## src/rtl/rast_pkg.sv

```systemverilog
// Shared raster-pipeline definitions: word geometry, iterator state encoding
// and the MSAA sample-step decode.
package rast_pkg;

    localparam int SIGFIG = 24;
    localparam int RADIX  = 10;
    localparam int VERTS  = 3;
    localparam int AXIS   = 3;
    localparam int COLORS = 3;

    typedef enum logic {
        WAIT_STATE = 1'b0,
        TEST_STATE = 1'b1
    } state_t;

    localparam logic [SIGFIG-1:0] STEP_MSAA1  = SIGFIG'(1) << RADIX;
    localparam logic [SIGFIG-1:0] STEP_MSAA4  = SIGFIG'(1) << (RADIX - 1);
    localparam logic [SIGFIG-1:0] STEP_MSAA16 = SIGFIG'(1) << (RADIX - 2);
    localparam logic [SIGFIG-1:0] STEP_MSAA64 = SIGFIG'(1) << (RADIX - 3);

    // Highest set bit wins; legal inputs are one-hot, so priority only matters
    // for the illegal encodings flagged by the iterator's assertion.
    function automatic logic [SIGFIG-1:0] msaa_step(input logic [3:0] sub_sample);
        logic [SIGFIG-1:0] step;
        if (sub_sample[3])      step = STEP_MSAA1;
        else if (sub_sample[2]) step = STEP_MSAA4;
        else if (sub_sample[1]) step = STEP_MSAA16;
        else                    step = STEP_MSAA64;
        return step;
    endfunction

endpackage

```

## src/rtl/sample_iterator.sv

```systemverilog
// Walks every sample position of a triangle's bounding box, row-major, one
// sample per cycle, holding off the bbox stage while a box is in flight.
module sample_iterator
    import rast_pkg::*;
(
    input  logic                                          clk,
    input  logic                                          rst,
    input  logic signed [VERTS-1:0][AXIS-1:0][SIGFIG-1:0] tri_R13S,
    input  logic        [COLORS-1:0][SIGFIG-1:0]          color_R13U,
    input  logic signed [1:0][1:0][SIGFIG-1:0]            box_R13S,
    input  logic                                          validTri_R13H,
    input  logic        [3:0]                             subSample_RnnnnU,
    output logic                                          halt_RnnnnL,
    output logic signed [VERTS-1:0][AXIS-1:0][SIGFIG-1:0] tri_R14S,
    output logic        [COLORS-1:0][SIGFIG-1:0]          color_R14U,
    output logic signed [1:0][SIGFIG-1:0]                 sample_R14S,
    output logic                                          validSamp_R14H
);

    state_t                                   r_state;
    logic [VERTS-1:0][AXIS-1:0][SIGFIG-1:0]   r_tri;
    logic [COLORS-1:0][SIGFIG-1:0]            r_color;
    logic [1:0][1:0][SIGFIG-1:0]              r_box;
    logic [1:0][SIGFIG-1:0]                   r_sample;

    state_t                                   w_state_n;
    logic [VERTS-1:0][AXIS-1:0][SIGFIG-1:0]   w_tri_n;
    logic [COLORS-1:0][SIGFIG-1:0]            w_color_n;
    logic [1:0][1:0][SIGFIG-1:0]              w_box_n;
    logic [1:0][SIGFIG-1:0]                   w_sample_n;

    logic [SIGFIG-1:0]                        w_step;
    logic signed [SIGFIG:0]                   w_nx;
    logic signed [SIGFIG:0]                   w_ny;
    logic signed [SIGFIG:0]                   w_urx;
    logic signed [SIGFIG:0]                   w_ury;
    logic                                     w_last;
    logic                                     w_halt;
    logic                                     w_accept;

    assign w_step = msaa_step(subSample_RnnnnU);

    // One guard bit keeps UR + step from wrapping near the top of the range.
    assign w_nx  = $signed({r_sample[0][SIGFIG-1], r_sample[0]}) + $signed({1'b0, w_step});
    assign w_ny  = $signed({r_sample[1][SIGFIG-1], r_sample[1]}) + $signed({1'b0, w_step});
    assign w_urx = $signed({r_box[1][0][SIGFIG-1], r_box[1][0]});
    assign w_ury = $signed({r_box[1][1][SIGFIG-1], r_box[1][1]});

    assign w_last   = (w_nx > w_urx) && (w_ny > w_ury);
    assign w_halt   = (r_state == WAIT_STATE) || w_last;
    assign w_accept = validTri_R13H && w_halt;

    always_comb begin
        w_state_n  = r_state;
        w_tri_n    = r_tri;
        w_color_n  = r_color;
        w_box_n    = r_box;
        w_sample_n = r_sample;
        if (w_accept) begin
            w_state_n  = TEST_STATE;
            w_tri_n    = tri_R13S;
            w_color_n  = color_R13U;
            w_box_n    = box_R13S;
            w_sample_n = box_R13S[0];
        end else if (r_state == TEST_STATE) begin
            if (w_last) begin
                w_state_n = WAIT_STATE;
            end else if (w_nx <= w_urx) begin
                w_sample_n[0] = w_nx[SIGFIG-1:0];
            end else begin
                w_sample_n[0] = r_box[0][0];
                w_sample_n[1] = w_ny[SIGFIG-1:0];
            end
        end
    end

    always_ff @(posedge clk or posedge rst) begin
        if (rst) begin
            r_state  <= WAIT_STATE;
            r_tri    <= '0;
            r_color  <= '0;
            r_box    <= '0;
            r_sample <= '0;
        end else begin
            r_state  <= w_state_n;
            r_tri    <= w_tri_n;
            r_color  <= w_color_n;
            r_box    <= w_box_n;
            r_sample <= w_sample_n;
        end
    end

    assign halt_RnnnnL    = w_halt;
    assign tri_R14S       = r_tri;
    assign color_R14U     = r_color;
    assign sample_R14S    = r_sample;
    assign validSamp_R14H = (r_state == TEST_STATE);

    a_subsample_onehot: assert property (@(posedge clk) disable iff (rst)
        $onehot(subSample_RnnnnU));

endmodule

```

## config.mk

```make
export PLATFORM = sky130hd
export DESIGN_NAME = sample_iterator
export DESIGN_NICKNAME = d
export VERILOG_FILES = /design/src/rtl/rast_pkg.sv /design/src/rtl/sample_iterator.sv
export SDC_FILE = /design/constraint.sdc
export NUM_CORES = 1
export LEC_CHECK = 0
export ABC_AREA = 1
export ABC_CLOCK_PERIOD_IN_PS = 10700
export BUFFER_PORTS_ARGS = -buffer_cell sky130_fd_sc_hd__buf_2
export CORE_AREA = 8 8 277 279
export DETAILED_ROUTE_END_ITERATION = 8
export DIE_AREA = 0 0 285 287
export PLACE_DENSITY_LB_ADDON = 0.15
export SLEW_MARGIN = 0
export SYNTH_ARGS = -nofsm -noshare
export SYNTH_HDL_FRONTEND = slang
export SYNTH_SLANG_ARGS = --single-unit
```

## constraint.sdc

```tcl
create_clock -name clk -period 10.7 [get_ports clk]
set_input_delay 0 -clock clk [delete_from_list [all_inputs] [get_ports clk]]
set_output_delay 0 -clock clk [all_outputs]
set_load 0.03 [all_outputs]
```

==> results of run 1 <==
==> power breakdown <==
group | total (W) | switching [W] | internal, W | leakage, nW
logic | 0.00586 | 0.00420 | 0.00166 | 9.89
clock network | 0.00178 | 0.000697 | 0.00109 | 0.850
registers | 0.00280 | 0.000439 | 0.00236 | 5.06
==> per-layer routing <==
| metal | GRT usage, % | part of all wire, % | up-vias |
|---|---|---|---|
| li1 | - | - | 9199 |
| met1 | 21.2 | 41 | 8760 |
| met2 | 31.5 | 49 | 590 |
| met3 | 5.06 | 7.1 | 112 |
| met4 | 4.66 | 2.6 | 6 |
| met5 | 0 | 0.054 | - |
==> Yosys cell counts, types with 2 or more instances <==
cell / number
a21o_1: 5
a21oi_1: 32
and3_1: 2
buf_2: 49
buf_4: 11
buf_6: 23
clkbuf_1: 16
dfrtp_1: 409
ha_1: 56
inv_1: 157
inv_4: 2
nand2_1: 1255
nand2_4: 3
nand3_1: 36
nand3b_1: 11
nand4_1: 16
nor2_1: 61
nor3_1: 8
nor4_1: 3
o21a_1: 2
o21ai_0: 95
o21ai_1: 11
o21bai_1: 2
xnor2_1: 7
xor2_1: 12
==> placed cells by master (no fill, tap or decap), types with 2 or more instances in the layout <==
cell,synthesis,routed
nand2_1,1255,1255
buf_2,49,727
dfrtp_1,409,409
dlygate4sd3_1,0,399
inv_1,157,156
o21ai_0,95,95
nor2_1,61,61
ha_1,56,56
clkbuf_16,0,50
nand3_1,36,36
a21oi_1,32,32
nand4_1,16,16
xor2_1,12,12
clkbuf_8,0,12
nand3b_1,11,11
o21ai_1,11,11
buf_4,11,10
nor3_1,8,8
xnor2_1,7,7
clkinv_2,0,7
bufinv_16,0,6
a21o_1,5,5
clkbuf_1,16,5
diode_2,0,4
clkinvlp_4,0,4
nor4_1,3,3
inv_6,0,3
and3_1,2,2
nand2_4,3,2
clkinv_8,0,2
o21a_1,2,2
o21bai_1,2,2
clkinv_4,0,2
==> flip-flops by register name, summed over array words and instances, names as in the netlist <==
register        count
tri_R14S          216
sample_R14S        48
color_R14U         72
validSamp_R14H      1
r_box              72
==> worst max-delay path by stage <==
stage | endpoint | slack [ns] | depth (start not counted)
6_report | r_box[71] | 4.40 | 29
2_1_floorplan | color_R14U[0] | 5.19 | 1
3_5_place_dp | tri_R14S[34] | 4.15 | 26
5_1_grt | tri_R14S[34] | 3.73 | 28
3_3_place_gp | tri_R14S[34] | 4.21 | 26
4_1_cts | tri_R14S[34] | 4.19 | 28
==> worst max-delay path: cells and delay by family (launching register included) <==
family	cells	cell delay, ns
fa+ha+maj	2	0.43
simple gates	17	2.71
flops	1	0.39
compound gates	3	0.56
buf+inv	7	1.65
==> cell families (layout without fill, tap and decap cells) <==
logic type	count (synthesis)	count (layout)	synth area share [%]
fa+ha+maj	56	56	3.77
simple gates	1399	1399	29.3
buf+inv	260	1386	6.85
other cells	0	4	0
flops	409	409	55.1
xor+xnor	19	19	0.896
compound gates	148	148	4.12
==> through the flow <==
stage | hold slack [ns] | area (sq um) | instances | setup slack [ns]
after CTS | 0.0834 | 28600 | 4376 | 4.19
after detailed placement | -0.0184 | 22900 | 3888 | 4.15
after floorplan | 0.110 | 18600 | 2291 | 5.19
after global placement | -0.0236 | 22900 | 3888 | 4.21
after global routing | 0.115 | 28600 | 4379 | 3.73
final | 0.140 | 28600 | 4380 | 4.40
==> what timing repair did <==
action	CTS	global route
hold buffers	399	0
endpoints found under the hold margin	503	0
setup endpoints to repair	0	0
setup buffers	0	0
==> layout make-up <==
| cell class | instances | share of cell area [%] |
|---|---|---|
| flip-flops and latches | 409 | 35.8 |
| inverters | 160 | 2.17 |
| diodes | 4 | 0.0350 |
| repair buffers | 1137 | 27.0 |
| clock buffers | 67 | 5.02 |
| well taps | 959 | 4.20 |
| clock inverters | 22 | 1.04 |
| multi-input cells | 1622 | 24.7 |
==> results.md, run 1 <==
* Clock Path Buffers at 3
* Post-synth EDFFs at 0
* DIE WIDTH at 285 microns
* Share of layout cells above drive strength 1 at 24.3%
* Synth top area share at 55.1%
* Synth warnings at 0
* Worst R2R Path Depth at 29
* Worst-path clk slew at 0.06 ns
* Die area at 81800 sq um
* PortBufs at 727
* R2r endpoint: r_box[71]
* Detailed-route wire length per cell at 17.3 microns
* Num ports at 729
* Final period utilization at 58.9%
* Clock sinks at 409
* Most numerous cell on the critical path: nand2_1
* CTS root buf: clkbuf_16
* Core Box Area at 72300 sq um
* Post-CTS Resized at 0
* Status: finished, final reports clean
* Register area at 10200 sq um
* Routed WL at 75700 microns
* Synth unique cells at 32
* Hold Path End: tri_R14S[205]
* Vias in the first global route at 19900
* Min Tclk post-route at 6.30 ns
* Htree depth at 2
* Final Hold Violating Endpoints at 0
* Area contributors post-synth: dfrtp_1 (55%), nand2_1 (25%), ha_1 (3.8%), inv_1 (3.2%), o21ai_0 (2.6%)
* R2r startpoint: sample_R14S[8]
* Vias/cell at 4.26
* Slew Limit Fails at 0
* Least-Margin Pin Slew at 1.12 ns
* CP required at 11.13 ns
* CTS tree: done
* Synth Flop Type: dfrtp_1
* CP Class: reg2reg
* Setup crit start: sample_R14S[8]
* RSZ-0062 raised after global routing: no
* Crit start category: flip-flop
* Nets@finish at 3827
* Syn-to-layout area delta at 54.0%
* Worst hold path class: in2reg
* Initial core utilization at 25.7%
* Synth Register Bits at 409
* Post-Syn Nets at 2738
* Antenna violations before repair at 9
* Drt pass-1 iters at 5
* CP peak stage delay at 0.68 ns
* Worst VDD drop at 0.000285 V
* Pwr/cell area at 365 nW/um^2
* Worst R2R Setup Slack at 4.40 ns
* Setup-failing EPs final at 0
* Crit path max fanout at 241
* Min-delay src: tri_R13S[205]
* Setup TNS at 0 ns
* Cell Area, Synth at 18600 sq um
* Clk_lat worst skew at 0.59 ns
* Worst Setup End Kind: flip-flop
* Placer congestion estimate at 0.831
* Total Power at 0.0104 W
* Slowest cell on crit path: clkinv_8
* Mapped Cells at 2291
* Grt ovf at 0
* Slew HR at 25.6%
* CTS Buf Count at 50
* FMAX at 159 MHz
* DRT iter0 DRCs at 763
* Rows at 99
* Tot GR Track Use at 17.8%
* DP HPWL at 55200 microns
* Final core occ at 39.5%
* DRC viols at 0
* Max-capacitance violation count at 0
* Mean Syn Cell Area at 8.11 sq um
* Most area-hungry cell type in the Yosys netlist: dfrtp_1
* First-pass GRT wire length at 117000 microns
* WP data arrival at 6.73 ns
* Worst hold stages at 4
* Clock Skews at 0.0229 ns
* Async SR Flop Fraction at 100%
* Multi-input gate area at 7070 sq um
* Post-synthesis sequential area ratio at 55.1%
* Die Y-Extent at 287 microns
* # fillers at 7402
* Routed vias at 18700
* Leak at 15.8 nW
* Remaining antenna violation count at 0
* Largest net degree at the start of global routing at 242
No activity file was read; power rests on OpenSTA's default activity.
==> inputs of run 2 (changes only) <==
Settings changed: ABC_AREA 1 to 0, ABC_CLOCK_PERIOD_IN_PS 10700 to 6000, CORE_AREA 8 8 277 279 to 8 8 280 282, DIE_AREA 0 0 285 287 to 0 0 288 290.
Clock period 10.7 ns to 6 ns, I/O delays scaled along.
==> run 2 against run 1 <==
Against the previous run: sequential power grew 84%; cell area rose by 3.4%; largest power group unchanged; clock power rose by 66%; critical endpoint is now halt_RnnnnL; sequential share of layout area shrank 1.2 points; largest cell class unchanged; die area rose by 2.1%; setup slack got worse by 4.0 ns; worst hold slack worse by 0.012 ns.
==> results.md, run 2 <==
* Worst R2R Path Depth at 19 (was 29)
* Largest net degree at the start of global routing at 158 (was 242)
* Least-Margin Pin Slew at 0.944 ns (was 1.12 ns)
* Routed vias at 14800 (was 18700)
* Clock Path Buffers at 3 (unchanged)
* Adder-Cell Fraction of Synth Area at 3.68% (was 3.77%)
* Synth Flop Type: dfrtp_1 (unchanged)
* Core Box Area at 73800 sq um (was 72300 sq um)
* Post-Syn Nets at 1799 (was 2738)
* Drt pass-1 iters at 4 (was 5)
* Crit path cell chain: ha_1 -> o211ai_1 -> o21ai_0 -> a32o_1 -> a21oi_2 -> nor3_1 -> xor2_1 -> ha_1 -> nand4_1 -> nor4_1 -> buf_4 -> nand2_1 -> a31oi_1 -> o211ai_1 -> buf_4 -> o21a_1 -> o21ai_2 -> buf_12 -> buf_2
* Num ports at 729 (unchanged)
* RSZ-0062 raised after global routing: no (unchanged)
* Slowest cell on crit path: a31oi_1 (was clkinv_8)
* PortBufs at 727 (unchanged)
* Pwr/cell area at 678 nW/um^2 (was 365 nW/um^2)
* Final period utilization at 93.8%
* CTS root buf: clkbuf_16 (unchanged)
* Vias in the first global route at 16800 (was 19900)
* Placer congestion estimate at 0.752 (was 0.831)
* Cell Area, Synth at 19100 sq um (was 18600 sq um)
* Rows at 100 (was 99)
* Max-capacitance violation count at 0 (unchanged)
* Crit start category: flip-flop (unchanged)
* Die area at 83500 sq um (was 81800 sq um)
* Clk_lat worst skew at 0.57 ns (was 0.59 ns)
* Setup-failing EPs final at 0 (unchanged)
* Share of layout cells above drive strength 1 at 46.7% (was 24.3%)
* Clock Skews at 0.0118 ns (was 0.0229 ns)
* Tot GR Track Use at 15.9% (was 17.8%)
* R2r startpoint: sample_R14S[7] (was sample_R14S[8])
* Fin area at 29600 sq um (was 28600 sq um)
* Placed cell area at 24100 sq um (was 22900 sq um)
* Clock sinks at 409 (unchanged)
* Area contributors post-synth: dfrtp_1 (54%), mux2_4 (23%), ha_1 (3.7%), mux2i_1 (3.2%), mux2_2 (2.0%) (was dfrtp_1 (55%), nand2_1 (25%), ha_1 (3.8%), inv_1 (3.2%), o21ai_0 (2.6%))
* Final Hold Violating Endpoints at 0 (unchanged)
* WP data arrival at 5.63 ns (was 6.73 ns)
* Post-Synth Simple-Gate Area at 4.52% (was 29.3%)
* Antenna violations before repair at 10 (was 9)
* Mapped Cells at 1352 (was 2291)
* Leak at 14.5 nW (was 15.8 nW)
* Synth cell count leaders: dfrtp_1 (409), mux2_4 (289), nand2_1 (95) (was nand2_1 (1255), dfrtp_1 (409), inv_1 (157))
* Status: finished, final reports clean (unchanged)
* Critical Path Sink: halt_RnnnnL (was r_box[71])
* Setup crit start: sample_R14S[7] (was sample_R14S[8])
* Post-synthesis compound-gate area fraction at 4.88% (was 4.12%)
* Routed WL at 68900 microns (was 75700 microns)
* Setup TNS at 0 ns (unchanged)
* CTS Buf Count at 48 (was 50)
* Async SR Flop Fraction at 100% (unchanged)
* Initial core utilization at 25.8% (was 25.7%)
* Synth unique cells at 51 (was 32)
* Most common cell after layout, fill and taps aside: buf_2 (was nand2_1)
* Die Y-Extent at 290 microns (was 287 microns)
* Crit path max fanout at 17 (was 241)
* Grt ovf at 0 (unchanged)
* Worst R2R Setup Slack at 0.76 ns (was 4.40 ns)
* DIE WIDTH at 288 microns (was 285 microns)
* Most frequent cells in the layout: buf_2 (727), dfrtp_1 (409), dlygate4sd3_1 (386) (was nand2_1 (1255), buf_2 (727), dfrtp_1 (409))
* Largest family of logic cells by synthesized area: multiplexers (was simple AND/OR/NAND/NOR gates)
* Number of post-CTS setup repair buffers at 0 (unchanged)
* Detailed-route wire length per cell at 19.7 microns (was 17.3 microns)
* Mean Syn Cell Area at 14.1 sq um (was 8.11 sq um)
* Synth Register Bits at 409 (unchanged)
* Synth warnings at 0 (unchanged)
* DRC viols at 0 (unchanged)
* Vias/cell at 4.23 (was 4.26)
* Post-synth EDFFs at 0 (unchanged)
* Worst Setup End Kind: primary output (was flip-flop)
* Worst-path clk slew at 0.06 ns (about the same)
* Nets@finish at 2946 (was 3827)
* Most instantiated library cell after synthesis: dfrtp_1 (was nand2_1)
* R2r endpoint: color_R14U[47] (was r_box[71])
* Remaining antenna violation count at 0 (unchanged)
* Worst VDD drop at 0.000345 V (was 0.000285 V)
* Post-synthesis sequential area ratio at 53.7% (was 55.1%)
* Syn-to-layout area delta at 55.2% (was 54.0%)
* Worst hold path class: in2reg (unchanged)
* Most area-hungry cell type in the Yosys netlist: dfrtp_1 (unchanged)
* Fin Hold WS at 0.128 ns (was 0.140 ns)
* DP HPWL at 51800 microns (was 55200 microns)
* Post-synthesis mux area share at 28.0% (was 0%)
* Slew Limit Fails at 0 (unchanged)
* XOR/XNOR share of the synthesized area at 1.42% (was 0.896%)
* CP Class: reg2out (was reg2reg)
* Slew HR at 37.1% (was 25.6%)
* Max FFs per register at 216 (unchanged)
* CP required at 6.00 ns (was 11.13 ns)
* CP peak stage delay at 0.48 ns (was 0.68 ns)
* CTS tree: done (unchanged)
* DRT iter0 DRCs at 316 (was 763)
* Min Tclk post-route at 5.63 ns
* First-pass GRT wire length at 104000 microns (was 117000 microns)
* Synth top area share at 53.7% (was 55.1%)
* Htree depth at 2 (unchanged)
* FMAX at 178 MHz
* # fillers at 7018 (was 7402)
-- run 2: cell types whose count changed after synthesis, sizes merged, moves of 9 or more --
| cell | previous run | this run |
|---|---|---|
| a21oi | 32 | 45 |
| buf | 84 | 42 |
| clkbuf | 16 | 25 |
| inv | 160 | 57 |
| mux2 | 0 | 323 |
| mux2i | 0 | 61 |
| nand2 | 1259 | 95 |
| nand3 | 36 | 21 |
| nand3b | 11 | 0 |
| nor2 | 61 | 22 |
| o21ai | 106 | 73 |
-- run 2: worst min-delay path by stage --
stage / start / end / slack (ns) / cells past startpoint
final: validTri_R13H / validSamp_R14H / 0.13 / 3
after global routing: validTri_R13H / validSamp_R14H / 0.15 / 3
after CTS: validTri_R13H / validSamp_R14H / 0.1 / 3
after detailed placement: rst / r_box[89] / 0.06 / 2
after global placement: rst / r_box[89] / 0.06 / 2
after floorplan: box_R13S[49] / r_box[49] / 0.12 / 2
-- run 2: report_power, final --
part | leakage, nW | switching (W) | total (W) | internal (W)
clock | 0.768 | 0.00117 | 0.00295 | 0.00178
combinational | 8.84 | 0.00650 | 0.0120 | 0.00545
sequential | 4.86 | 0.000871 | 0.00514 | 0.00427
total | 14.5 | 0.00854 | 0.0200 | 0.0115
-- run 2: per-stage QoR --
| stage | utilization [%] | instances | total power [W] | setup WS [ns] |
|---|---|---|---|---|
| after global placement | 32.7 | 3032 | 0.0169 | 0.463 |
| after detailed placement | 32.7 | 3032 | 0.0170 | 0.434 |
| after floorplan | - | 1352 | 0.0136 | 0.488 |
| after global routing | 40.1 | 3504 | 0.0213 | 0.126 |
| final | 40.1 | 3505 | 0.0200 | 0.369 |
| after CTS | 40.0 | 3498 | 0.0204 | 0.00613 |
-- run 2: layout make-up --
cell class                      instances  area, sq um  area share, %
Antenna cell                            7         17.5         0.0592
Clock buffer                           69         1400           4.74
Clock inverter                         11          161          0.546
Inverter                               57          218          0.736
Multi-Input combinational cell        819         8120           27.5
Sequential cell                       409        10200           34.6
Tap cell                              969         1210           4.10
Timing Repair Buffer                 1164         8210           27.8
-- run 2: layer usage --
metal  track usage [%]  share of wire (%)  vias to the layer above
met2              27.6                 49                      525
met1              19.1                 42                     7192
li1                  -                  -                     7027
met3              4.86                7.6                       88
met4              3.77                2.0                        6
met5                 0              0.068                        -
-- run 2: logic make-up after synthesis --
logic type,after synthesis
xor+xnor,31
flops,409
mux,384
buf+inv,124
simple gates,186
fa+ha+maj,56
compound gates,162
-- run 2: what timing repair did --
item | CTS | global route
setup endpoints to repair | 0 | 1
gates resized for setup | 0 | 1
hold buffers | 386 | 0
endpoints found under the hold margin | 423 | 0
-- run 2: critical path: cells and delay by family (launching register included) --
kind                       cells  cell delay, ns
and+or+nand+nor                4            0.89
buffers and inverters          4            0.89
xor gates and xnor gates       1            0.19
AOI/OAI and AO/OA              8            2.05
adders and majority gates      2            0.61
DFF                            1            0.42
